`src/rtl/isq_lin.sv`:
```
// -----------------------------------------------------------------------------
// isq_lin : one line (slot) of the instruction issue queue.
//
// Holds an INST_WIDTH-bit instruction plus two status flags, packed as
//   {val, wat, inst}  (val = MSB, wat = MSB-1, inst = low INST_WIDTH bits).
// The issue-queue controller loads the line, sets/clears the flags and
// flushes the line. The registered contents drive isq_lin_out directly.
//
// Ports
//   clk          in   rising-edge clock
//   rst_n        in   asynchronous reset, ACTIVE-HIGH (legacy name kept)
//   en           in   load isq_lin_in into the whole line
//   clr_wat      in   clear wait flag
//   set_wat      in   set wait flag
//   clr_val      in   clear valid flag
//   set_val      in   set valid flag
//   fls          in   flush: zero the whole line
//   isq_lin_in   in   [ISQ_LINE_WIDTH-1:0] new line contents {val, wat, inst}
//   isq_lin_out  out  [ISQ_LINE_WIDTH-1:0] registered line contents
//
// Per-edge priority: fls > en > flag ops > hold. Within the flag ops each
// flag updates independently and a clear beats a simultaneous set.
// -----------------------------------------------------------------------------
module isq_lin #(
    parameter  int INST_WIDTH     = 14,
    // Derived from INST_WIDTH so the two can never disagree.
    localparam int ISQ_LINE_WIDTH = INST_WIDTH + 2
) (
    input  logic                      clk,
    input  logic                      rst_n,
    input  logic                      en,
    input  logic                      clr_wat,
    input  logic                      set_wat,
    input  logic                      clr_val,
    input  logic                      set_val,
    input  logic                      fls,
    input  logic [ISQ_LINE_WIDTH-1:0] isq_lin_in,
    output logic [ISQ_LINE_WIDTH-1:0] isq_lin_out
);

    localparam int VAL_BIT = ISQ_LINE_WIDTH - 1;
    localparam int WAT_BIT = ISQ_LINE_WIDTH - 2;

    logic [ISQ_LINE_WIDTH-1:0] r_line;
    logic [ISQ_LINE_WIDTH-1:0] w_line_nxt;
    logic                      w_val_nxt;
    logic                      w_wat_nxt;

    // Flag updates; clear dominates set, otherwise hold.
    always_comb begin
        w_val_nxt = r_line[VAL_BIT];
        if (clr_val) begin
            w_val_nxt = 1'b0;
        end else if (set_val) begin
            w_val_nxt = 1'b1;
        end

        w_wat_nxt = r_line[WAT_BIT];
        if (clr_wat) begin
            w_wat_nxt = 1'b0;
        end else if (set_wat) begin
            w_wat_nxt = 1'b1;
        end
    end

    // Line next-state: flush beats load, load beats flag ops. Flag ops
    // only ever touch the two flag bits, so inst is held.
    always_comb begin
        w_line_nxt = r_line;
        if (fls) begin
            w_line_nxt = '0;
        end else if (en) begin
            w_line_nxt = isq_lin_in;
        end else begin
            w_line_nxt[VAL_BIT] = w_val_nxt;
            w_line_nxt[WAT_BIT] = w_wat_nxt;
        end
    end

    // rst_n is active-high despite its name.
    always_ff @(posedge clk or posedge rst_n) begin
        if (rst_n) begin
            r_line <= '0;
        end else begin
            r_line <= w_line_nxt;
        end
    end

    assign isq_lin_out = r_line;

endmodule

```
`config.mk`:
```
export PLATFORM = sky130hd
export DESIGN_NAME = isq_lin
export DESIGN_NICKNAME = d
export VERILOG_FILES = /design/src/rtl/isq_lin.sv
export SDC_FILE = /design/constraint.sdc
export NUM_CORES = 1
export LEC_CHECK = 0
export CAP_MARGIN = 40
export CORE_UTILIZATION = 36
export CTS_CLUSTER_DIAMETER = 40
export CTS_CLUSTER_SIZE = 25
export DETAILED_ROUTE_END_ITERATION = 8
export GPL_TIMING_DRIVEN = 0
export PLACE_DENSITY_LB_ADDON = 0.12
export SLEW_MARGIN = 20
export SYNTH_ARGS = -nofsm -noshare
export SYNTH_HDL_FRONTEND = slang
export SYNTH_SLANG_ARGS = --single-unit
```
`constraint.sdc`:
```
create_clock -name clk -period 0.8 [get_ports clk]
set_clock_uncertainty 0.05 [all_clocks]
set_input_delay 0.16 -clock clk [delete_from_list [all_inputs] [get_ports clk]]
set_output_delay 0.16 -clock clk [all_outputs]
set_load 0.01 [all_outputs]
```
==> run metrics, run 1 <==
run status finished with violations; violated checks setup timing; mux cell area share after synthesis 20.8%; drc violations 0; WP buf/inv 1; hold buffers post-CTS 0; Compound-Gate Fraction of Synth Area 2.97%; Final setup violation count 17; CTS tree done; final slew viol count 0; Period Utilization, post-route 130%; final net count around 120; Largest register FFs 16; top_reg_cell synth dfrtp_1; fraction of registers with async set or reset after synthesis 100%; die area 2050 um2; fin util 60.1%; Power Density 1660 nW/um2; wl on met1 604 um; Yosys cell types 11; Post-synth EDFFs 0; Final Cell Area ~1000 um2; Hold Path Origin fls; Slew @ Worst Pin about 0.34 ns; drt first pass iters 1; met2 WL post-DR 702 um; initial antenna violation count 0; WL final 1430 um; cell taking the most area after synthesis dfrtp_1; Vias 563; Clock transition at path regs 0.09 ns; Fmax achieved roughly 0.96 GHz; CP Data Required Time 0.59 ns; htree depth 1; chip width 45.2 um; Die Span Y 45.2 um; 1st-iter DRT viols 0; kind of critical path register to output port; Final WS setup -0.239 ns; R2R setup slack -0.05 ns; share of cells above drive strength 1 26.3%; gpl congestion 0.655; Worst path slowest cell dfrtp_1; clk_lat worst skew 0.29 ns; total CTS buffers 3; count of buffers from port buffering 37; GRT Total Usage 16.8%; worst hold slack between 0.06 and 0.07 ns; placed cell area 1080 um2; pin count of the biggest net entering global routing 17; ranking of synthesized cells by area dfrtp_1 (59%), mux2i_1 (21%), nor2_1 (8.9%); Setup crit start isq_lin_out[11]; Cell Area, Synth between 600 and 700 um2; Top Layer Used met4; number of global-route vias before repair roughly 540; Area growth syn-to-layout 55.9%; most frequent cells after synthesis dfrtp_1 (16), nor2_1 (16), mux2i_1 (14); R2R Path Start isq_lin_out[11]; global-route wire length before repair 2330 um; Synth Area in Simple Gates 10.0%; Max-Cap Viols 0; met3 routed WL 88 um; CP Max Fanout 2; fin crit period between 1 and 1.5 ns; top-area cell type share of the netlist area 59.5%; clk buf depth 2; I/O pin cnt 40; largest family of logic cells by synthesized area multiplexers; Min-Delay Path Class input port to register; Worst setup EP type output port; CTS root buf clkbuf_4; worst relative slew slack 77.3%; Rows 15; Fill cells between 150 and 200; CP Cell Sequence buf_2; YS warnings 0; slowest cell delay on critical path 0.40 ns; Fin. Hold Viols 0; critical path arrival 0.83 ns; starting density of the core around 39%; Pleak 0.548 nW; sequential fraction of the synthesis area approximately 59%; Worst setup SP type register; WL/cell around 12 um; Mapped Cells 57; VDD IR-drop max 1.12 mV; post-synthesis register bit count 16; n_diodes 0; number of routed nets with antenna violations 0; delay-heaviest family, CP flip-flops; Mean Syn Cell Area 11.8 um2; RSZ-0062 raised after global routing true; adder-cell share of the synthesized area 0%; GRT overflow 0; total negative slack -3.63 ns; core footprint 1750 um2; Non-Filler Instances 124; vias per cell 4.54; syn nets 81; DP Wirelength 1070 um; # clock sinks 16; xor/xnor share of the synthesized area 0%; dpl cells 119
## where the power goes
part | switching [W] | internal (W) | leakage [nW]
combinational | 0.000134 | 0.000192 | 0.314
sequential | 0.0000217 | 0.000853 | 0.212
clock | 0.000261 | 0.000277 | 0.0210
total | 0.000416 | 0.00132 | 0.548
## placed cells by master, fill, tap and decap left out, types with 2 or more instances in the layout
master / instances
clkdlybuf4s50_1: 21
buf_2: 17
nor2_1: 16
dfrtp_1: 16
mux2i_1: 14
clkbuf_4: 3
o21ai_1: 2
nand2_1: 2
a21oi_1: 2
## per-layer routing
metal	up-vias	global-route usage, %
met5	-	0
met1	266	19.2
met2	22	27.8
met3	5	4.00
met4	0	10.9
li1	270	-
## cell families (layout without fill, tap and decap cells)
group / after synthesis / after routing
AO/OA/AOI/OAI: 4 / 4
buffers and inverters: 5 / 47
AND/OR/NAND/NOR: 18 / 18
flip-flops: 16 / 16
multiplexers: 14 / 14
## stage by stage
stage	setup slack (ns)	total power, W
after global routing	-0.272	0.00182
final	-0.239	0.00174
after CTS	-0.241	0.00175
after floorplan	0.0134	0.00104
after global placement	-0.279	0.00125
after detailed placement	-0.283	0.00126
## final timing paths
path,endpoint,cells past startpoint
max reg2reg,isq_lin_out[11],3
min reg2reg,isq_lin_out[1],2
min,isq_lin_out[15],2
max,isq_lin_out[11],1
min in group asynchronous,isq_lin_out[5],2
max in group asynchronous,isq_lin_out[2],2
## layout make-up
cell class	count	area, um2	share of cell area (%)
multi-input combinational	36	228	21.7
timing repair buffer	38	302	28.7
tap	25	31.3	2.98
clock buffer	4	36.3	3.46
inverter	1	7.51	0.715
sequential	16	400	38.1
buffer	4	45.0	4.29
## what timing repair did
item                                    CTS  global route
setup buffers                             1             1
endpoints found under the setup margin   17            37
resized for setup                        64             4
pin swaps                                 0             1
Power figures use the tool's default switching activity.
==> run 2: changes to the inputs <==
==> constraint.sdc (replaced) <==
create_clock -name clk -period 0.96 [get_ports clk]
set_clock_uncertainty 0.05 [all_clocks]
set_input_delay 0.192 -clock clk [delete_from_list [all_inputs] [get_ports clk]]
set_output_delay 0.192 -clock clk [all_outputs]
set_load 0.02 [all_outputs]
==> run 2 against run 1 <==
Compared with the run above: the flow still finishes with violations (setup timing); register-to-register slack improved by 0.03 ns; non-clock buffer count rose by 2; utilization rose by 5.9 points; power fell by 12%; sequential power fell by 16%; final area rose by 9.9%; first-iteration DRC count rose by 1; setup slack improved by 0.12 ns; flip-flop and latch count did not move; clock-buffer cell count did not move; cell count rose by 1.6%; combinational power rose by 6.1%.
==> run metrics, run 2 (same netlist as run 1, synthesis figures left out) <==
delay-heaviest family, CP flip-flops; Worst setup EP type output port; count of buffers from port buffering 37 (unchanged); vias per cell 4.40 (-3.0%); GRT Total Usage 16.4% (-0.42 points); most common cell after layout, fill and taps aside clkdlybuf4s50_1; R2R setup slack -0.02 ns (+0.03 ns); dpl cells 119 (unchanged); Worst path slowest cell dfrtp_1; pin count of the biggest net entering global routing 17 (unchanged); I/O pin cnt 40 (unchanged); Non-Filler Instances 126 (+1.6%); GRT overflow 0 (unchanged); R2R Path End isq_lin_out[9]; VDD IR-drop max 0.685 mV (-39%); hold path endpoint isq_lin_out[15]; final slew viol count 0 (unchanged); WL final 1440 um (+0.28%); Min-Delay Path Class input port to register; fin crit period about 1.1 ns; chip width 45.2 um (unchanged); initial antenna violation count 0 (unchanged); number of routed nets with antenna violations 0 (unchanged); htree depth 1 (unchanged); 1st-iter DRT viols 1 (+1); core footprint 1750 um2 (unchanged); Fmax achieved 0.928 GHz; CP Cell Sequence buf_6; drt first pass iters 3 (+2); Largest register FFs 16 (unchanged); violated checks setup timing; combinational share of power 22.5% (+3.8 points); starting density of the core 38.6% (unchanged); WL/cell 11.4 um (-1.3%); slowest cell delay on critical path 0.41 ns (about the same); CP Data Required Time 0.72 ns (+0.13 ns); Power Density 1330 nW/um2 (-20%); total negative slack -1.74 ns (+1.89 ns); Hold Path Origin fls; Worst setup SP type register; Internal 0.00115 W (-13%); # clock sinks 16 (unchanged); Rows 15 (unchanged); Period Utilization, post-route 112%; clk buf depth 2 (unchanged); Clock transition at path regs 0.09 ns (about the same); critical path arrival 0.84 ns (about the same); Vias 555 (-1.4%); Final WS setup -0.117 ns (+0.121 ns); drc violations 0 (unchanged); Final setup violation count 17 (unchanged); gpl congestion 0.641 (-2.1%); Pleak 0.579 nW (+5.6%); global-route wire length before repair 2260 um (-2.7%); run status finished with violations; worst relative slew slack 59.7% (-18 points); number of global-route vias before repair 543 (unchanged); r2r worst-path depth 4 (+1); Area growth syn-to-layout 71.4%; share of cells above drive strength 1 26.7% (+0.47 points); RSZ-0062 raised after global routing true; WHS Path Cells 2 (unchanged); Fin. Hold Viols 0 (unchanged); worst hold slack 0.0971 ns (+0.0300 ns); R2R Path Start isq_lin_out[9]; Die Span Y 45.2 um (unchanged); Clk pwr share 29.4% (-1.5 points); CTS tree done; Sw Ratio 25.2% (+1.3 points); n_diodes 0 (unchanged); CTS root buf clkbuf_4; kind of critical path register to output port; most frequent cells in the layout clkdlybuf4s50_1 (21), buf_6 (17), nor2_1 (16), dfrtp_1 (16), mux2i_1 (14); die area 2050 um2 (unchanged); Pwr Total 0.00154 W (-12%); Sw Pwr 0.000387 W (-7.0%); total CTS buffers 3 (unchanged); final net count 126 (+1.6%); WP buf/inv 1 (unchanged); Max-Cap Viols 0 (unchanged); CP Max Fanout 2 (unchanged); clk_lat worst skew 0.29 ns (about the same); Sequential Power Share 48.1% (-2.2 points); Slew @ Worst Pin 0.604 ns (+0.265 ns)
run 2: changes by cell type in the layout (fill, tap and decap cells not counted), sizes merged:
cell	change
clkinvlp	-1
inv	+1
buf	+2
run 2: how the worst max path moves through the flow:
stage              startpoint              to  slack (ns)  cells after the start
2_1_floorplan              en  isq_lin_out[0]        0.13                      4
3_3_place_gp   isq_lin_out[5]  isq_lin_out[5]       -0.22                      1
3_5_place_dp   isq_lin_out[3]  isq_lin_out[3]       -0.22                      1
4_1_cts        isq_lin_out[4]  isq_lin_out[4]       -0.13                      1
5_1_grt        isq_lin_out[6]  isq_lin_out[6]       -0.16                      1
6_report       isq_lin_out[4]  isq_lin_out[4]       -0.12                      1
run 2: area by class of cell:
cell class              instances  area, um2
clock buffers                   4       36.3
plain buffers                   4       41.3
inverters                       1       3.75
fillers                       146        592
multi-input cells              36        228
flip-flops and latches         16        400
well taps                      25       31.3
repair buffers                 40        413
run 2: per-layer routing:
metal  vias up  track usage [%]  routed length, um
met2        21             25.8                690
met4         0             10.9                 29
li1        273                -                  -
met1       257             19.7                635
met3         4             4.00                 79
met5         -                0                  0
run 2: through the flow:
stage	util [%]	worst slack, ns	cell area, um2
after floorplan	-	0.126	673
after global placement	61.6	-0.217	1070
after detailed placement	61.6	-0.225	1070
after CTS	65.7	-0.132	1150
after global routing	66.1	-0.156	1150
final	66.1	-0.117	1150
run 2: power groups by stage:
stage / Combinational [W] / Clock, W / Sequential (W)
2_1_floorplan: 0.000103 / 0 / 0.000791
3_3_place_gp: 0.000329 / 0 / 0.000742
3_5_place_dp: 0.000333 / 0 / 0.000744
4_1_cts: 0.000348 / 0.000464 / 0.000739
5_1_grt: 0.000373 / 0.000493 / 0.000742
6_report: 0.000346 / 0.000451 / 0.000738
run 2: what timing repair did:
item,4_1_cts,5_1_grt
setup buffers,2,1
endpoints found under the hold margin,0,0
endpoints found under the setup margin,16,16
resized for setup,96,0
hold buffers,0,0
==> run 3: changes to the inputs <==
--- a/config.mk
+++ b/config.mk
@@ -10,9 +10,9 @@
 export CTS_CLUSTER_DIAMETER = 40
 export CTS_CLUSTER_SIZE = 25
 export DETAILED_ROUTE_END_ITERATION = 8
-export GPL_TIMING_DRIVEN = 0
+export GPL_TIMING_DRIVEN = 1
 export PLACE_DENSITY_LB_ADDON = 0.12
-export SLEW_MARGIN = 20
+export SLEW_MARGIN = 15
 export SYNTH_ARGS = -nofsm -noshare
 export SYNTH_HDL_FRONTEND = slang
 export SYNTH_SLANG_ARGS = --single-unit
==> run 3 against run 2 <==
Compared with the run above: the flow still finishes with violations (setup timing); final area increased by 3.1%; fmax fell by 0.34%; cell count is 3.2% higher; utilization is 2.1 points higher; clock power shrank 2%; flip-flop and latch count unchanged; sequential power about the same; largest cell class unchanged.
==> run metrics, run 3 (same netlist as run 1, synthesis figures left out) <==
run status finished with violations; violated checks setup timing; global routing usage on met1 20.2% (+0.46 points); # clock sinks 16 (unchanged); critical path arrival 0.84 ns (about the same); GR peak layer met2; initial antenna violation count 0 (unchanged); CP Cell Sequence buf_6; Non-Filler Instances 130 (+3.2%); fin crit period 1.08 ns (+0.00372 ns); count of buffers from port buffering 39 (+5.4%); core footprint 1750 um2 (unchanged); Fill cells 148 (+1.4%); Pleak 0.598 nW (+3.4%); WP buf/inv 1 (unchanged); chip width 45.2 um (unchanged); n_diodes 0 (unchanged); most frequent cells in the layout clkdlybuf4s50_1 (22), buf_6 (17), nor2_1 (16), dfrtp_1 (16), mux2i_1 (14); Rows 15 (unchanged); 1st-iter DRT viols 7 (+6); Worst setup SP type register; WL/cell 12.0 um (+5.4%); I/O pin cnt 40 (unchanged); Final Cell Area 1190 um2 (+3.1%); placed cell area 1100 um2 (+2.7%); drc violations 0 (unchanged); GRT overflow 0 (unchanged); Min-Delay Path Class input port to async pin; CP Data Required Time 0.72 ns (about the same); RSZ-0062 raised after global routing true; Pwr Total 0.00154 W (+0.51%); dpl cells 122 (+2.5%); CTS root buf clkbuf_4; number of routed nets with antenna violations 0 (unchanged); vias per cell 4.43 (+0.59%); share of cells above drive strength 1 27.6% (+0.89 points); htree depth 1 (unchanged); total CTS buffers 3 (unchanged); die area 2050 um2 (unchanged); gpl congestion 0.645 (+0.62%); final slew viol count 0 (unchanged); Fmax achieved 0.925 GHz (-0.34%); Vias 576 (+3.8%); delay-heaviest family, CP flip-flops; Area growth syn-to-layout 76.8%; drt first pass iters 4 (+1); kind of critical path register to output port; Slew @ Worst Pin 0.191 ns (-0.413 ns); GRT Total Usage 16.6% (+0.24 points); DP Wirelength ~1100 um; Largest register FFs 16 (unchanged); most common cell after layout, fill and taps aside clkdlybuf4s50_1; VDD IR-drop max 0.773 mV (+13%); Worst setup EP type output port; CTS tree done; slowest cell delay on critical path 0.42 ns (about the same); Max-Cap Viols 0 (unchanged); Final WS setup -0.121 ns (-0.00372 ns); WL final 1560 um (+8.7%); Clock transition at path regs 0.09 ns (about the same); clk_lat worst skew 0.28 ns (about the same); final net count 130 (+3.2%); Final setup violation count 17 (unchanged); pin count of the biggest net entering global routing 17 (unchanged); worst relative slew slack 87.1% (+27 points); Fin. Hold Viols 0 (unchanged); R2R setup slack -0.03 ns (about the same); Die Span Y 45.2 um (unchanged); Power Density 1300 nW/um2 (-2.6%); worst hold slack 0.158 ns (+0.0612 ns); number of global-route vias before repair 539 (-0.74%); met3 Use GR 3.60% (-0.40 points); starting density of the core 38.6% (unchanged); CP Max Fanout 2 (unchanged); grt met2 use 27.2% (+1.4 points); clk buf depth 2 (unchanged); Period Utilization, post-route 113% (+0.39 points); global-route wire length before repair 2330 um (+3.0%); Worst path slowest cell dfrtp_1
run 3: routing by layer:
| layer | up-vias | routed length [um] |
|---|---|---|
| met5 | - | 0 |
| met4 | 0 | 12 |
| met3 | 2 | 100 |
| met2 | 23 | 796 |
| met1 | 271 | 651 |
| li1 | 280 | - |
run 3: layout make-up:
type | instances | area (um2) | area share, %
Timing Repair Buffer | 48 | 490 | 41.2
Tap cell | 25 | 31.3 | 2.63
Inverter | 1 | 3.75 | 0.315
Sequential cell | 16 | 400 | 33.6
Multi-Input combinational cell | 36 | 228 | 19.1
Clock buffer | 4 | 36.3 | 3.05
run 3: repair_timing:
item	in CTS	in global routing
endpoints found under the setup margin	31	16
hold buffers	0	0
resized for setup	98	0
cloned	1	0
buffers inserted	2	1
run 3: worst paths after layout:
path / endpoint / start / depth (start not counted)
max in group asynchronous: isq_lin_out[7] / rst_n / 3
worst min register to register: isq_lin_out[13] / isq_lin_out[13] / 2
worst max register to register: isq_lin_out[8] / isq_lin_out[8] / 4
worst max-delay path: isq_lin_out[0] / isq_lin_out[0] / 1
worst min-delay path: isq_lin_out[12] / rst_n / 3
min in group clk: isq_lin_out[14] / isq_lin_in[14] / 3
run 3: power by group:
| group | switching, W | internal (W) | total (W) |
|---|---|---|---|
| Clock | 0.000212 | 0.000231 | 0.000443 |
| Combinational | 0.000144 | 0.000218 | 0.000362 |
| Sequential | 0.0000273 | 0.000712 | 0.000739 |
| Total | 0.000383 | 0.00116 | 0.00154 |
run 3: through the flow:
| stage | util (%) | setup slack (ns) | TNS (ns) |
|---|---|---|---|
| detailed placement | 63.2 | -0.362 | -8.69 |
| global route | 68.2 | -0.148 | -2.20 |
| global placement | 63.2 | -0.341 | -8.48 |
| floorplan | - | 0.126 | 0 |
| CTS | 67.7 | -0.132 | -1.76 |
| finish | 68.2 | -0.121 | -1.66 |
